**src/rtl/sram_mem_stage_pkg.sv**
```systemverilog
// Shared pipeline definitions for the SRAM memory stage.
// FSM encoding and access-latency defaults live here.
package sram_mem_stage_pkg;

    typedef enum logic [1:0] {
        IDLE   = 2'd0,
        ACCESS = 2'd1,
        DONE   = 2'd2
    } state_t;

    localparam int WAIT_CYCLES_DEF = 5;
    localparam int CNT_W = 4;

endpackage

```
**src/rtl/sram_mem_stage_wait_counter.sv**
```systemverilog
// Down-counter timing one SRAM access.
// Loads a start value, counts down, flags zero.
import sram_mem_stage_pkg::*;

module wait_counter (
    input  logic             clk,
    input  logic             rst,
    input  logic             load,
    input  logic [CNT_W-1:0] load_val,
    input  logic             dec,
    output logic             zero
);

    logic [CNT_W-1:0] cnt;

    // Load wins over decrement; decrement saturates at zero.
    always_ff @(posedge clk or posedge rst) begin
        if (rst) begin
            cnt <= '0;
        end else if (load) begin
            cnt <= load_val;
        end else if (dec && cnt != '0) begin
            cnt <= cnt - 1'b1;
        end
    end

    assign zero = (cnt == '0);

endmodule

```
**src/rtl/sram_mem_stage.sv**
```systemverilog
// Memory stage driving an asynchronous SRAM.
// Freezes the pipeline for the fixed access latency.
import sram_mem_stage_pkg::*;

module sram_mem_stage #(
    parameter int BASE_ADDR   = 1024,
    parameter int WAIT_CYCLES = WAIT_CYCLES_DEF
) (
    input  logic        clk,
    input  logic        rst,
    input  logic        mem_read_in,
    input  logic        mem_write_in,
    input  logic [31:0] alu_res,
    input  logic [31:0] val_rm,
    output logic        ready,
    output logic [31:0] mem_result,
    output logic [16:0] sram_addr,
    output logic [31:0] sram_wdata,
    input  logic [31:0] sram_rdata,
    output logic        sram_we_n,
    output logic        sram_oe_n
);

    localparam logic [31:0] BASE = 32'(BASE_ADDR);
    localparam logic [CNT_W-1:0] LOAD_VAL = CNT_W'(WAIT_CYCLES - 1);

    state_t state;
    state_t next_state;

    logic        req;
    logic        start;
    logic        last;
    logic        cnt_zero;
    logic [31:0] addr_off;
    logic        unused_addr_bits;

    assign req      = mem_read_in | mem_write_in;
    assign start    = (state == IDLE) && req;
    assign last     = (state == ACCESS) && cnt_zero;
    assign addr_off = alu_res - BASE;

    // Only word bits [18:2] reach the SRAM.
    assign unused_addr_bits = ^{addr_off[31:19], addr_off[1:0]};

    wait_counter u_wait (
        .clk      (clk),
        .rst      (rst),
        .load     (start),
        .load_val (LOAD_VAL),
        .dec      (state == ACCESS),
        .zero     (cnt_zero)
    );

    // State register.
    always_ff @(posedge clk or posedge rst) begin
        if (rst) begin
            state <= IDLE;
        end else begin
            state <= next_state;
        end
    end

    // Next state and pipeline stall.
    always_comb begin
        next_state = state;
        ready      = 1'b1;
        unique case (state)
            IDLE: begin
                ready = ~req;
                if (req) begin
                    next_state = ACCESS;
                end
            end
            ACCESS: begin
                ready = 1'b0;
                if (cnt_zero) begin
                    next_state = DONE;
                end
            end
            DONE: begin
                ready      = 1'b1;
                next_state = IDLE;
            end
            default: begin
                ready      = 1'b1;
                next_state = IDLE;
            end
        endcase
    end

    // SRAM drivers and load capture; a store takes priority over a load.
    always_ff @(posedge clk or posedge rst) begin
        if (rst) begin
            sram_addr  <= '0;
            sram_wdata <= '0;
            sram_we_n  <= 1'b1;
            sram_oe_n  <= 1'b1;
            mem_result <= '0;
        end else if (start) begin
            sram_addr  <= addr_off[18:2];
            sram_wdata <= val_rm;
            sram_we_n  <= ~mem_write_in;
            sram_oe_n  <= mem_write_in;
        end else if (last) begin
            sram_we_n <= 1'b1;
            sram_oe_n <= 1'b1;
            if (!sram_oe_n) begin
                mem_result <= sram_rdata;
            end
        end
    end

endmodule

```
**config.mk**
```make
export PLATFORM = sky130hd
export DESIGN_NAME = sram_mem_stage
export DESIGN_NICKNAME = d
export VERILOG_FILES = /design/src/rtl/sram_mem_stage_pkg.sv /design/src/rtl/sram_mem_stage_wait_counter.sv /design/src/rtl/sram_mem_stage.sv
export SDC_FILE = /design/constraint.sdc
export NUM_CORES = 1
export LEC_CHECK = 0
export CAP_MARGIN = 20
export CORE_ASPECT_RATIO = 1.5
export CORE_MARGIN = 1
export CORE_UTILIZATION = 30
export DETAILED_ROUTE_END_ITERATION = 7
export PLACE_DENSITY_LB_ADDON = 0.15
export REMOVE_ABC_BUFFERS = 1
export SETUP_SLACK_MARGIN = 0.4
export SYNTH_ARGS = -nofsm -noshare
export SYNTH_HDL_FRONTEND = slang
export SYNTH_SLANG_ARGS = --single-unit
```
**constraint.sdc**
```tcl
create_clock -name clk -period 4.2 [get_ports clk]
set_input_delay 0.84 -clock clk [delete_from_list [all_inputs] [get_ports clk]]
set_output_delay 0.84 -clock clk [all_outputs]
set_load 0.03 [all_outputs]
```
* Word level (Yosys, flattened, before mapping)
Cells that the tools add are included.
** Storage, ports and cells
- Register bits after elaboration :: 89
- Input port bits :: 100
- Output and inout bits :: 84
- Word-level logic and storage cells :: 36
** Cells by class
- Add/sub/neg operators :: 2
- Equal/unequal tests :: 3
- Multiplexer cells :: 9
- Bitwise gates (word level) :: 5
- Reduce and logical (&&, ||, !) cells :: 10
** Operator list (count)
- 19-bit by 11-bit subtractor with 19-bit output (second input constant) :: 1
- 4-bit two-way mux :: 2
- 4-bit logical NOT :: 1
- 2-bit two-way mux :: 2
- 2-bit != test (second input constant) :: 2
- 1-bit inverter :: 4
- 2-bit one-hot mux with 2 select lines :: 1
- 2-bit nonzero test :: 2
- 4-bit nonzero test :: 1
- 4-bit by 1-bit subtractor with 4-bit output (second input constant) :: 1
- 1-bit logical AND :: 3
- 1-bit two-way mux :: 3
- 3-bit AND reduction :: 1
- 2-bit by 1-bit == test with 1-bit output (second input constant) :: 1
- 2-bit logical NOT :: 1
- 1-bit one-hot mux with 2 select lines :: 1
- 2-bit AND reduction :: 1
- 1-bit bitwise OR :: 1

* Logic depth before layout (Yosys ltp)
Gate-level depths: netlist of run 1.
- Word-level depth :: 4
- Gate-level depth with buffers :: 6
- Mapped depth without buffers :: 5

* Cells and area by module
A second synthesis of run 1 with hierarchy kept.
** Second synthesis, totals
- Cell total of the unflattened synthesis :: 251
- Area, all modules :: 3639.7 um^2
** By module, submodules not included
- sram_mem_stage :: instances 1, cells each 223, area each 3378.2 um^2, sequential area each 2129.5 um^2
- wait_counter :: instances 1, cells each 28, area each 261.5 um^2, sequential area each 100.1 um^2

* Least setup slack after synthesis of run 1
No wires, ideal clock.
- Path kind :: input-to-output
- From :: in mem_write_in
- To :: out ready
- Arrival time :: 1802 ps
- Required time :: 3360 ps
- Slack :: 1558 ps
- Cell stages on the path :: 3
- Buffers on the path :: 1
- Cells stage by stage :: or2_2 > clkbuf_1 > o21bai_1
** Between the ends
- Word-level cells in the longest chain between the ends :: 3
** Ends and longest elaborated chain
- from (decl) :: RTL line sram_mem_stage.sv:12 : input logic mem_write_in,
- 1-bit bitwise OR :: RTL line sram_mem_stage.sv:37 : assign req = mem_read_in | mem_write_in;
- 1-bit inverter :: RTL line sram_mem_stage.sv:69 : ready = ~req;
- 1-bit one-hot mux with 2 select lines :: RTL line sram_mem_stage.sv:67 : unique case (state)
- to (decl) :: RTL line sram_mem_stage.sv:15 : output logic ready,
No other way between the ends.

* Final worst setup path of run 1
Same ends and word-level chain as after synthesis.

==> out/qor.yml, run 1 <==
floorplan:
  die_w_um: 91.1
  die_y_um: 136
  initial_core_util_pct: 31.0
  die_area_mm2: 0.0124
  ioPinCount: 184
  core_mm2: 0.0115
  placementRows: 48
setup_path:
  endpoint_kind: "output port"
  crit_required_ns: 3.36
  cp_cell_sequence: "clkdlybuf4s50_1, or2_2, o21bai_1, clkdlybuf4s50_1"
  slowest_delay_ns: 0.68
  crit_top_cell: "clkdlybuf4s50_1"
  crit_fanout: 10
  worstSetupStartpointType: "input pin"
  critPathSlowestCell: "clkdlybuf4s50_1"
  cp.arrival_ns: 2.54
  path_class: "input pin to output port"
placement:
  io_buffers: 168
  gp_congestion: 0.758
  hpwlAfterDp_um: 6100
logic_synthesis:
  syn_area_per_cell_um2: 14.9
  synthTopCellsByCount: "dfrtp_1, mux2_2, o21ai_0, a21oi_1, inv_1"
  yosysMostFrequentCell: "dfrtp_1"
  synth_top_area_share_pct: 61.0
  synthArstFlopShare_pct: 100
  synthCells: 240
  synth_cell_types: 35
  yosysSeqAreaShare_pct: 62.4
  ys_warn_count: 0
  synthTopCellsByArea: "dfrtp_1, mux2_2, dfstp_2, o21ai_0, a21oi_1"
  synth_area_mm2: 0.00357
  synth_edf_count: 0
  synth_flop_cell: "dfrtp_1"
  yosys_register_bits: 89
  synth_top_area_cell: "dfrtp_1"
timing:
  hold_viol: 0
  holdWs_ns: 0.486
  fin_crit_ns: 3.38
  slew_headroom_pct: 63.4
  rsz0062_at_grt: "false"
  period_share_pct: 80.5
  setup_violations: 0
  fin_tns_setup_ns: 0
  tightestPinTransition_ns: 0.547
  slew_violations: 0
  clock_skew_ns: 0.00422
  max_freq_mhz: 296
job:
  drv_cap: 0
routing:
  drtPass1Iterations: 4
  wl_per_cell_um: 14.9
  wl_met2_um: 4430
  drt_iter0_drc: 69
  vias_per_cell: 4.57
  antenna_left: 0
  routed.top_layer: "met4"
  vias: 2603
  drc: 0
  met3_length_um: 499
  met1Wirelength_um: 3340
  routed_wl_um: 8470
finish:
  diodes: 0
  fillCellCount: 1048
  fin_nets: 516
  regArea_mm2: 0.00223
  syn2layout_area_growth_pct: 60.7
  multi_input_area_mm2: 0.00125
  final_layout_size_suffix_gt1_share_pct: 24.1
power_and_ir_drop:
  cellPowerDensity_mw_per_mm2: 805
  vdd_drop_max_mv: 0.402
  p_leak_nw: 2.37
global_routing:
  grt_pass1_wl_um: 13500
  grt_max_degree: 53
  antenna_found_initial: 0
  grt_use_total_pct: 14.2
  grt_overflow: 0
  first_global_vias: 2713
run_status:
  status: "completed"
clocking:
  cts_buffer_depth: 2
  htreeDepth: 3
  clk_latency_ns: 0.33
  clk_pin_slew_ns: 0.06
  post_cts_resized: 0
  cts_tree: "done"
  root_buffer: "clkbuf_16"
  cts_inserted_buffers: 9
  hold_buffers: 0
  clock-sinks: 89
  postCtsSetupBuffers: 0
min_path:
  hold_class: "flop to flop"
-- sequential cells by signal, indices dropped and copies added, names as in the netlist --
name and flops:
state 2, sram_we_n 1, mem_result 32, sram_wdata 32
u_wait.cnt 4, sram_oe_n 1, sram_addr 17
-- critical path, delay by kind of cell --
kind / cells / cell delay, ns
and+or+nand+nor: 1 / 0.41
buffers and inverters: 2 / 1.13
AOI/OAI and AO/OA: 1 / 0.15
-- placed cells by master (no fill, tap or decap), types with 3 or more instances in the layout --
cell type,instances
clkbuf_16,9
clkdlybuf4s50_1,168
a21oi_1,8
nand2b_1,3
o31ai_1,3
inv_1,5
buf_4,4
or4_1,3
nand3_1,3
dfrtp_1,87
o21ai_0,9
mux2_2,71
a31oi_1,5
-- where the power goes --
part | switching [W] | internal [W] | total (W)
sequential | 0.000213 | 0.00126 | 0.00147
clock | 0.000331 | 0.000478 | 0.000808
combinational | 0.00123 | 0.00110 | 0.00233
total | 0.00178 | 0.00284 | 0.00462
-- kinds of logic (layout without fill, tap and decap cells) --
family / after synthesis / count (layout) / share of synthesized area [%]
and+or+nand+nor: 25 / 25 / 4.80
AOI/OAI and AO/OA: 31 / 31 / 5.22
xor gates and xnor gates: 2 / 2 / 0.491
DFF: 89 / 89 / 62.4
buffers and inverters: 16 / 195 / 2.77
muxes: 75 / 75 / 23.6
adders and majority gates: 2 / 2 / 0.701
-- stage by stage --
stage          setup slack (ns)  instance area, um2  util [%]  total power (W)  std cells
6_report                  0.819                5740      49.8          0.00462        569
5_1_grt                   0.762                5740      49.8          0.00486        569
4_1_cts                   0.805                5710      49.5          0.00469        568
3_5_place_dp              0.799                5400      46.9          0.00385        552
3_3_place_gp              0.795                5400      46.9          0.00381        552
2_1_floorplan             0.804                3490         -          0.00284        230
-- final cells by class --
| type | count | area share [%] |
|---|---|---|
| multi-input cells | 135 | 21.8 |
| inverters | 6 | 0.414 |
| repair buffers | 173 | 30.3 |
| clock inverters | 6 | 1.18 |
| clock buffers | 10 | 4.17 |
| flip-flops and latches | 89 | 38.9 |
| well taps | 150 | 3.27 |
-- worst paths after layout --
check / depth (start not counted) / slack [ns] / startpoint / end
setup / recovery: 4 / 0.82 / mem_write_in / ready
hold / removal: 1 / 0.49 / mem_result[23]$_DFFE_PP0P_ / mem_result[23]$_DFFE_PP0P_
setup reg to reg: 6 / 1.97 / u_wait.cnt[0]$_DFFE_PP0P_ / mem_result[11]$_DFFE_PP0P_
hold reg to reg: 1 / 0.49 / mem_result[23]$_DFFE_PP0P_ / mem_result[23]$_DFFE_PP0P_
max in group asynchronous: 4 / 2.62 / rst / sram_oe_n$_DFFE_PP1P_
min in group asynchronous: 2 / 0.69 / rst / sram_wdata[9]$_DFFE_PP0P_
-- layer usage --
metal | global-route usage, % | vias to the layer above
li1 | - | 1215
met1 | 15.9 | 1270
met2 | 24.3 | 105
met3 | 4.38 | 13
met4 | 7.32 | 0
met5 | 0 | -
(Power assumes the default switching activity.)
==> run 2: changes to the inputs <==
==> constraint.sdc (replaced) <==
create_clock -name clk -period 3.5 [get_ports clk]
set_input_delay 0.7 -clock clk [delete_from_list [all_inputs] [get_ports clk]]
set_output_delay 0.7 -clock clk [all_outputs]
set_load 0.03 [all_outputs]
==> run 2 against run 1 <==
Count of clock-buffer cells in the layout increased by 1. Critical path depth unchanged. Combinational power increased by 21%. Clock power increased by 27%. Worst hold slack improved by 0.0017 ns. Critical path type unchanged. Power increased by 22%. Sequential power increased by 20%. Via count increased by 1.2%. Routed wire length increased by 0.87%. Flip-flop and latch count unchanged.
==> out/qor.yml, run 2 (synthesis results as in run 1) <==
run_status:
  status: "completed"
power_and_ir_drop:
  vdd_drop_max_mv: 0.423  # +5.2%
  cellPowerDensity_mw_per_mm2: 977  # +21%
  switching_share_pct: 37.9  # -0.56 points
  p_leak_nw: 2.38  # +0.60%
  power_switching_w: 0.00213  # +20%
  power.internal_w: 0.00349  # +23%
  p_clk_share_pct: 18.4  # +0.9 points
  power_frac_seq_pct: 31.5  # -0.4 points
  comb_power_share_pct: 50.1  # -0.5 points
routing:
  drt_iter0_drc: 75  # +8.7%
  wl_per_cell_um: 15.0  # +1.1%
  met3_length_um: 557  # +12%
  routed_wl_um: 8540  # +0.87%
  vias_per_cell: 4.64  # +1.3%
  drc: 0  # unchanged
  routed.top_layer: "met4"
  wl_met2_um: 4460  # +0.59%
  vias: 2633  # +1.2%
  drtPass1Iterations: 4  # unchanged
  antenna_left: 0  # unchanged
  met1Wirelength_um: 3230  # -3.2%
placement:
  hpwlAfterDp_um: 6190  # +1.4%
  pre_cts_ws_ns: 0.366  # -0.433 ns
  gp_congestion: 0.749  # -1.2%
  io_buffers: 168  # unchanged
  placed_area_mm2: 0.00543  # +0.46%
timing:
  clock_skew_ns: 0.00471  # +0.000486 ns
  max_freq_mhz: 353
  tightestPinTransition_ns: 0.566  # +0.0191 ns
  slew_violations: 0  # unchanged
  fin_tns_setup_ns: 0  # unchanged
  hold_viol: 0  # unchanged
  setup_violations: 0  # unchanged
  rsz0062_at_grt: "false"
  fin_crit_ns: 2.83
  period_share_pct: 81.0
  slew_headroom_pct: 62.1  # -1.3 points
  fin_ws_ns: 0.665  # -0.154 ns
setup_path:
  path_class: "input pin to output port"
  timing.rr.end: "mem_result[14]$_DFFE_PP0P_"
  reg2reg_from: "u_wait.cnt[1]$_DFFE_PP0P_"
  slowest_delay_ns: 0.46  # -0.22 ns
  crit_path_end: "ready"
  startpoint: "mem_write_in"
  cp_cell_sequence: "clkdlybuf4s50_1, or2_2, o21bai_1, dlygate4sd2_1"
  cp.arrival_ns: 2.13  # -0.41 ns
  cp.buffers_inverters: 2  # unchanged
  ff2ff_path_depth: 6  # unchanged
  worstSetupStartpointType: "input pin"
  crit_fanout: 10  # unchanged
  critPathSlowestCell: "clkdlybuf4s50_1"
  endpoint_kind: "output port"
  reg2reg_slack_ns: 1.28  # -0.69 ns
  cp.depth: 4  # unchanged
  crit_required_ns: 2.80  # -0.56 ns
  crit_family: "buffers and inverters"
floorplan:
  ioPinCount: 184  # unchanged
  die_y_um: 136  # unchanged
  core_mm2: 0.0115  # unchanged
  die_w_um: 91.1  # unchanged
  placementRows: 48  # unchanged
  initial_core_util_pct: 31.0  # unchanged
  die_area_mm2: 0.0124  # unchanged
finish:
  final_common_cell: "clkdlybuf4s50_1"
  final_area_mm2: 0.00575  # +0.20%
  syn2layout_area_growth_pct: 61.0
  fillCellCount: 1076  # +2.7%
  diodes: 0  # unchanged
  final_layout_size_suffix_gt1_share_pct: 23.7  # -0.42 points
  reg_top3: "mem_result x32, sram_wdata x32, sram_addr x17"
  final_cell_mix: "clkdlybuf4s50_1, dfrtp_1, mux2_2"
  fin_nets: 515  # -0.19%
clocking:
  clock-sinks: 89  # unchanged
  cts_tree: "done"
  htreeDepth: 3  # unchanged
  clk_pin_slew_ns: 0.06  # about the same
  cts_buffer_depth: 2  # unchanged
  clk_latency_ns: 0.33  # about the same
  cts_inserted_buffers: 9  # unchanged
  hold_buffers: 0  # unchanged
  root_buffer: "clkbuf_16"
job:
  drv_cap: 0  # unchanged
min_path:
  hold_class: "flop to flop"
  min_delay_path_depth: 1  # unchanged
global_routing:
  antenna_found_initial: 0  # unchanged
  grt_overflow: 0  # unchanged
  grt_use_total_pct: 14.4  # +0.14 points
  first_global_vias: 2801  # +3.2%
  grt_pass1_wl_um: 13700  # +1.5%
  grt_max_degree: 45  # -15%
==> run 2: cell type report <==
class | count | area [um2] | area share, %
clock buffers | 11 | 243 | 4.22
clock inverters | 5 | 78.8 | 1.37
inverters | 6 | 23.8 | 0.414
multi-input cells | 135 | 1250 | 21.7
flip-flops and latches | 89 | 2230 | 38.8
well taps | 150 | 188 | 3.27
repair buffers | 172 | 1740 | 30.2
==> run 2: timing repair <==
item | in CTS | in global routing
resized for setup | 1 | 0
setup endpoints to repair | 1 | 0
buffers inserted | 0 | 0
==> run 2: per-stage QoR <==
step / power (W) / util [%] / hold slack [ns] / std cells
2_1_floorplan: 0.00341 / - / 0.463 / 230
3_3_place_gp: 0.00460 / 47.1 / 0.469 / 552
3_5_place_dp: 0.00464 / 47.1 / 0.480 / 552
4_1_cts: 0.00570 / 49.8 / 0.494 / 568
5_1_grt: 0.00590 / 49.8 / 0.511 / 568
6_report: 0.00562 / 49.8 / 0.488 / 568
==> run 2: worst min path at each step <==
stage	from	end	slack, ns
floorplan	u_wait.cnt[3]$_DFFE_PP0P_	u_wait.cnt[3]$_DFFE_PP0P_	0.46
global placement	mem_result[23]$_DFFE_PP0P_	mem_result[23]$_DFFE_PP0P_	0.47
detailed placement	mem_result[23]$_DFFE_PP0P_	mem_result[23]$_DFFE_PP0P_	0.48
CTS	mem_result[23]$_DFFE_PP0P_	mem_result[23]$_DFFE_PP0P_	0.49
global route	mem_result[23]$_DFFE_PP0P_	mem_result[23]$_DFFE_PP0P_	0.51
finish	mem_result[23]$_DFFE_PP0P_	mem_result[23]$_DFFE_PP0P_	0.49
==> run 2: routing by layer <==
metal  global-route usage [%]  up-vias
li1                         -     1215
met1                     15.8     1300
met2                     24.7      101
met3                     3.59       17
met4                     9.17        0
met5                        0        -
==> run 2: power by group through the flow <==
stage	Sequential, W	Clock (W)	Combinational, W
after floorplan	0.00265	0	0.000761
after global placement	0.00177	0	0.00283
after detailed placement	0.00179	0	0.00285
after CTS	0.00177	0.00107	0.00286
after global routing	0.00184	0.00110	0.00297
final	0.00177	0.00103	0.00282
==> run 3: changes to the inputs <==
==> constraint.sdc (replaced) <==
create_clock -name clk -period 2.9 [get_ports clk]
set_input_delay 0.58 -clock clk [delete_from_list [all_inputs] [get_ports clk]]
set_output_delay 0.58 -clock clk [all_outputs]
set_load 0.03 [all_outputs]
==> run 3 against run 2 <==
Register-to-register slack got worse by 0.61 ns. Largest power group unchanged. Power rose by 18%. Global-route usage fell by 0.10 points. Count of clock-buffer cells in the layout rose by 2. Clock power barely moved.
==> out/qor.yml, run 3 (synthesis results as in run 1) <==
finish:
  final_common_cell: "clkdlybuf4s50_1"
  diodes: 0  # unchanged
  final_layout_size_suffix_gt1_share_pct: 23.9  # +0.25 points
  fin_nets: 519  # +0.78%
  final_cell_count_no_fill: 572  # +0.70%
  syn2layout_area_growth_pct: 60.3
  reg_top3: "mem_result x32, sram_wdata x32, sram_addr x17"
  final_cell_mix: "clkdlybuf4s50_1, dfrtp_1, mux2_2"
setup_path:
  crit_required_ns: 2.32  # -0.48 ns
  endpoint_kind: "output port"
  timing.rr.end: "mem_result[14]$_DFFE_PP0P_"
  reg2reg_slack_ns: 0.67  # -0.61 ns
  worstSetupStartpointType: "input pin"
  cp.arrival_ns: 1.71  # -0.42 ns
  reg2reg_from: "u_wait.cnt[0]$_DFFE_PP0P_"
  startpoint: "mem_write_in"
  ff2ff_path_depth: 6  # unchanged
  path_class: "input pin to output port"
  crit_fanout: 4  # -6
  crit_path_end: "ready"
clocking:
  hold_buffers: 0  # unchanged
  clk_pin_slew_ns: 0.06  # about the same
  postCtsSetupBuffers: 0  # unchanged
  cts_inserted_buffers: 9  # unchanged
  cts_buffer_depth: 2  # unchanged
  htreeDepth: 3  # unchanged
  root_buffer: "clkbuf_16"
  clock-sinks: 89  # unchanged
  cts_tree: "done"
  clk_latency_ns: 0.33  # about the same
placement:
  gp_congestion: 0.764  # +2.0%
  pre_cts_ws_ns: 0.148  # -0.218 ns
  io_buffers: 168  # unchanged
  dp.cells: 556  # +0.72%
  hpwlAfterDp_um: 6270  # +1.3%
power_and_ir_drop:
  p_leak_nw: 2.37  # -0.79%
  vdd_drop_max_mv: 0.574  # +36%
  power_switching_w: 0.00256  # +20%
  switching_share_pct: 38.8  # +0.85 points
  power.internal_w: 0.00404  # +16%
  cellPowerDensity_mw_per_mm2: 1150  # +18%
  p_clk_share_pct: 15.6  # -2.8 points
  comb_power_share_pct: 52.2  # +2.1 points
  power_frac_seq_pct: 32.2  # +0.7 points
timing:
  slew_headroom_pct: 58.3  # -3.8 points
  max_freq_mhz: 437
  holdWs_ns: 0.486  # -0.00176 ns
  period_share_pct: 78.8
  hold_viol: 0  # unchanged
  slew_violations: 0  # unchanged
  fin_ws_ns: 0.614  # -0.0518 ns
  rsz0062_at_grt: "false"
  clock_skew_ns: 0.00693  # +0.00222 ns
  tightestPinTransition_ns: 0.623  # +0.0572 ns
  setup_violations: 0  # unchanged
  fin_crit_ns: 2.29
floorplan:
  initial_core_util_pct: 31.0  # unchanged
  die_y_um: 136  # unchanged
  core_mm2: 0.0115  # unchanged
  die_area_mm2: 0.0124  # unchanged
  die_w_um: 91.1  # unchanged
  placementRows: 48  # unchanged
  ioPinCount: 184  # unchanged
global_routing:
  grt_overflow: 0  # unchanged
  grt_pass1_wl_um: 13700  # about the same
  grt_max_degree: 90  # +100%
  antenna_found_initial: 0  # unchanged
  first_global_vias: 2744  # -2.0%
  grt_use_total_pct: 14.3  # -0.10 points
routing:
  wl_per_cell_um: 15.2  # +0.74%
  drtPass1Iterations: 2  # -2
  vias_per_cell: 4.60  # -0.85%
  drt_iter0_drc: 59  # -21%
  drc: 0  # unchanged
  antenna_left: 0  # unchanged
  vias: 2629  # -0.15%
  routed_wl_um: 8670  # +1.5%
min_path:
  hold_class: "flop to flop"
run_status:
  status: "completed"
job:
  drv_cap: 0  # unchanged
-- run 3: cell types whose count changed in the layout (fill, tap and decap cells not counted), moves of 2 or more --
| cell | change |
|---|---|
| clkinvlp_4 | +2 |
| bufinv_16 | -2 |
| buf_4 | +3 |
| clkbuf_1 | +3 |
-- run 3: worst max-delay path: stages --
cell             delay (ns)
clkdlybuf4s50_1        0.46
or2_2                  0.33
o21bai_1               0.12
clkbuf_2               0.22
-- run 3: final cells by class --
class	instances	area, um2
clock inverters	3	20.0
well taps	150	188
multi-input cells	135	1250
repair buffers	176	1770
flip-flops and latches	89	2230
clock buffers	13	240
inverters	6	23.8
fillers	1054	5810
-- run 3: worst min path at each step --
stage | startpoint | to | depth (start not counted)
after global routing | mem_result[23]$_DFFE_PP0P_ | mem_result[23]$_DFFE_PP0P_ | 1
after floorplan | u_wait.cnt[3]$_DFFE_PP0P_ | u_wait.cnt[3]$_DFFE_PP0P_ | 1
after detailed placement | mem_result[24]$_DFFE_PP0P_ | mem_result[24]$_DFFE_PP0P_ | 1
after CTS | mem_result[24]$_DFFE_PP0P_ | mem_result[24]$_DFFE_PP0P_ | 1
after global placement | mem_result[23]$_DFFE_PP0P_ | mem_result[23]$_DFFE_PP0P_ | 1
final | mem_result[24]$_DFFE_PP0P_ | mem_result[24]$_DFFE_PP0P_ | 1
-- run 3: per-layer routing --
| layer | track usage, % | up-vias | part of all wire, % |
|---|---|---|---|
| li1 | - | 1222 | - |
| met1 | 15.5 | 1296 | 39 |
| met2 | 25.5 | 98 | 53 |
| met3 | 3.31 | 13 | 6.0 |
| met4 | 7.85 | 0 | 2.4 |
| met5 | 0 | - | 0 |
-- run 3: power groups by stage --
| stage | logic (W) | registers (W) | clock network, W |
|---|---|---|---|
| final | 0.00345 | 0.00213 | 0.00103 |
| after global placement | 0.00346 | 0.00213 | 0 |
| after floorplan | 0.000918 | 0.00320 | 0 |
| after detailed placement | 0.00349 | 0.00216 | 0 |
| after CTS | 0.00350 | 0.00214 | 0.00108 |
| after global routing | 0.00364 | 0.00221 | 0.00111 |
-- run 3: stage by stage --
step / power (W) / area (um2) / TNS, ns / utilization (%)
CTS: 0.00672 / 5730 / 0 / 49.7
detailed placement: 0.00565 / 5470 / 0 / 47.4
global route: 0.00696 / 5730 / 0 / 49.7
finish: 0.00661 / 5730 / 0 / 49.7
global placement: 0.00559 / 5470 / 0 / 47.4
floorplan: 0.00412 / 3490 / -15.19 / -
-- run 3: timing repair --
item                                    in CTS  in global routing
endpoints found under the setup margin       1                  1
endpoints found under the hold margin        0                  0
cloned                                       0                  0
gates resized for setup                      1                  2
==> RTL change (config.mk and constraints of run 3) <==
Reset style: synchronous (`rst`), changed in 3 clocked blocks. Comments in the files are not updated.
--- a/src/rtl/sram_mem_stage_wait_counter.sv
+++ b/src/rtl/sram_mem_stage_wait_counter.sv
@@ -15,5 +15,5 @@
 
     // Load wins over decrement; decrement saturates at zero.
-    always_ff @(posedge clk or posedge rst) begin
+    always_ff @(posedge clk) begin
         if (rst) begin
             cnt <= '0;
--- a/src/rtl/sram_mem_stage.sv
+++ b/src/rtl/sram_mem_stage.sv
@@ -53,5 +53,5 @@
 
     // State register.
-    always_ff @(posedge clk or posedge rst) begin
+    always_ff @(posedge clk) begin
         if (rst) begin
             state <= IDLE;
@@ -90,5 +90,5 @@
 
     // SRAM drivers and load capture; a store takes priority over a load.
-    always_ff @(posedge clk or posedge rst) begin
+    always_ff @(posedge clk) begin
         if (rst) begin
             sram_addr  <= '0;
Check against the original RTL: differs if rst is asserted again (counterexample within 4 cycles, from zero or initial values and one cycle with rst high); with rst held inactive, the same outputs for 10 cycles.
==> RTL change against run 3 <==
Synthesized area is 7.5% lower; non-clock buffer count is 1 lower; worst hold slack worse by 0.035 ns; final area is 5.2% lower; routed wire length is 0.97% higher; sequential share of layout area is 6.1 points lower; sequential cell count stayed put; worst setup slack worse by 0.086 ns.
Power is not compared: it rests on default switching activity, and its combinational part moved more than twofold at a synthesized area within 25%.
==> RTL change: results <==
export IMPL_status="finished, final reports clean"
export IMPL_place_area_um2=5090
export IMPL_n_antenna_cell=0
export IMPL_yosysUniqueCellTypes=29
export IMPL_grtUsageTotal_pct=15.4
export IMPL_clk_path_buf_depth=2
export IMPL_grt_pass1_wl_um=13700
export IMPL_clockRootBuffer="clkbuf_16"
export IMPL_cpPeakStageDelay_ns=0.53
export IMPL_synth_avg_cell_area_um2=8.03
export IMPL_routed_wl_met2_um=4190
export IMPL_grtUsageMet1_pct=16.9
export IMPL_tightest_slew_ns=0.463
export IMPL_pre_cts_ws_ns=0.283
export IMPL_stdcell_count=717
export IMPL_synth_area_leaders="dfxtp_1 (54%), nand2_1 (17%), a21oi_1 (11%), clkbuf_1 (2.3%), nor2_1 (2.2%)"
export IMPL_yosysWarnings=0
export IMPL_cp_arrival_ns=1.79
export IMPL_nets=671
export IMPL_grt_util_met3_pct=5.34
export IMPL_drt_iter0_markers=135
export IMPL_synth_cells_most_frequent="nand2_1 (149), dfxtp_1 (89), a21oi_1 (74)"
export IMPL_routed_top_layer="met4"
export IMPL_met2_usage_pct=26.8
export IMPL_ys_seq_area_share_pct=54.0
export IMPL_num_vias=3218
export IMPL_grt_pass1_vias=2975
export IMPL_grt_max_degree=52
export IMPL_met1_length_um=3620
export IMPL_route_met3_wl_um=800
export IMPL_first_pass_iters=4
export IMPL_post_dp_hpwl_um=6200
export IMPL_place_inst=700
export IMPL_gp_congestion=0.697
export IMPL_ys_async_sr_fraction_pct=0
export IMPL_finClkSkew_ns=0.00581
export IMPL_drive_gt1_share_pct=5.24
export IMPL_wl_um=8750
export IMPL_nFillCells=1042
==> RTL change: final timing paths <==
kind / start / end / slack (ns) / cells after the start
max: mem_write_in / ready / 0.53 / 4
max reg2reg: u_wait.cnt[0]$_SDFFE_PP0P_ / mem_result[28]$_SDFFE_PP0P_ / 0.96 / 7
min reg2reg: mem_result[25]$_SDFFE_PP0P_ / mem_result[25]$_SDFFE_PP0P_ / 0.45 / 2
min: mem_result[25]$_SDFFE_PP0P_ / mem_result[25]$_SDFFE_PP0P_ / 0.45 / 2
==> RTL change: cell families (layout without fill, tap and decap cells) <==
kind of cell             count (synthesis)  count (layout)  share of synthesized area (%)
adder cells (fa/ha/maj)                  3               3                           1.14
XOR/XNOR                                 8               8                           2.12
AND/OR/NAND/NOR                        190             190                           23.5
buffers and inverters                   34             196                           4.77
flip-flops                              89              89                           54.0
AO/OA/AOI/OAI                           86              86                           14.2
multiplexers                             1               1                          0.303
==> RTL change: where the power goes <==
part | internal (mW) | switching (mW) | total, mW
Combinational | 0.333 | 0.412 | 0.745
Sequential | 1.31 | 0.0486 | 1.36
Clock | 0.750 | 0.461 | 1.21
==> RTL change: cell type report <==
cell class	count	area [µm²]	area share, %
clock buffers	10	229	4.22
clock inverters	6	82.6	1.52
inverters	5	18.8	0.346
multi-input cells	288	1370	25.3
flip-flops and latches	89	1780	32.8
well taps	144	180	3.32
repair buffers	175	1760	32.4
==> RTL change: worst reg2reg max path: stages, from the launching register on <==
cell	delay, ns
dfxtp_1	0.33
inv_1	0.09
ha_1	0.16
or3b_4	0.42
or3_1	0.47
buf_16	0.21
nand2_1	0.09
a21oi_1	0.06
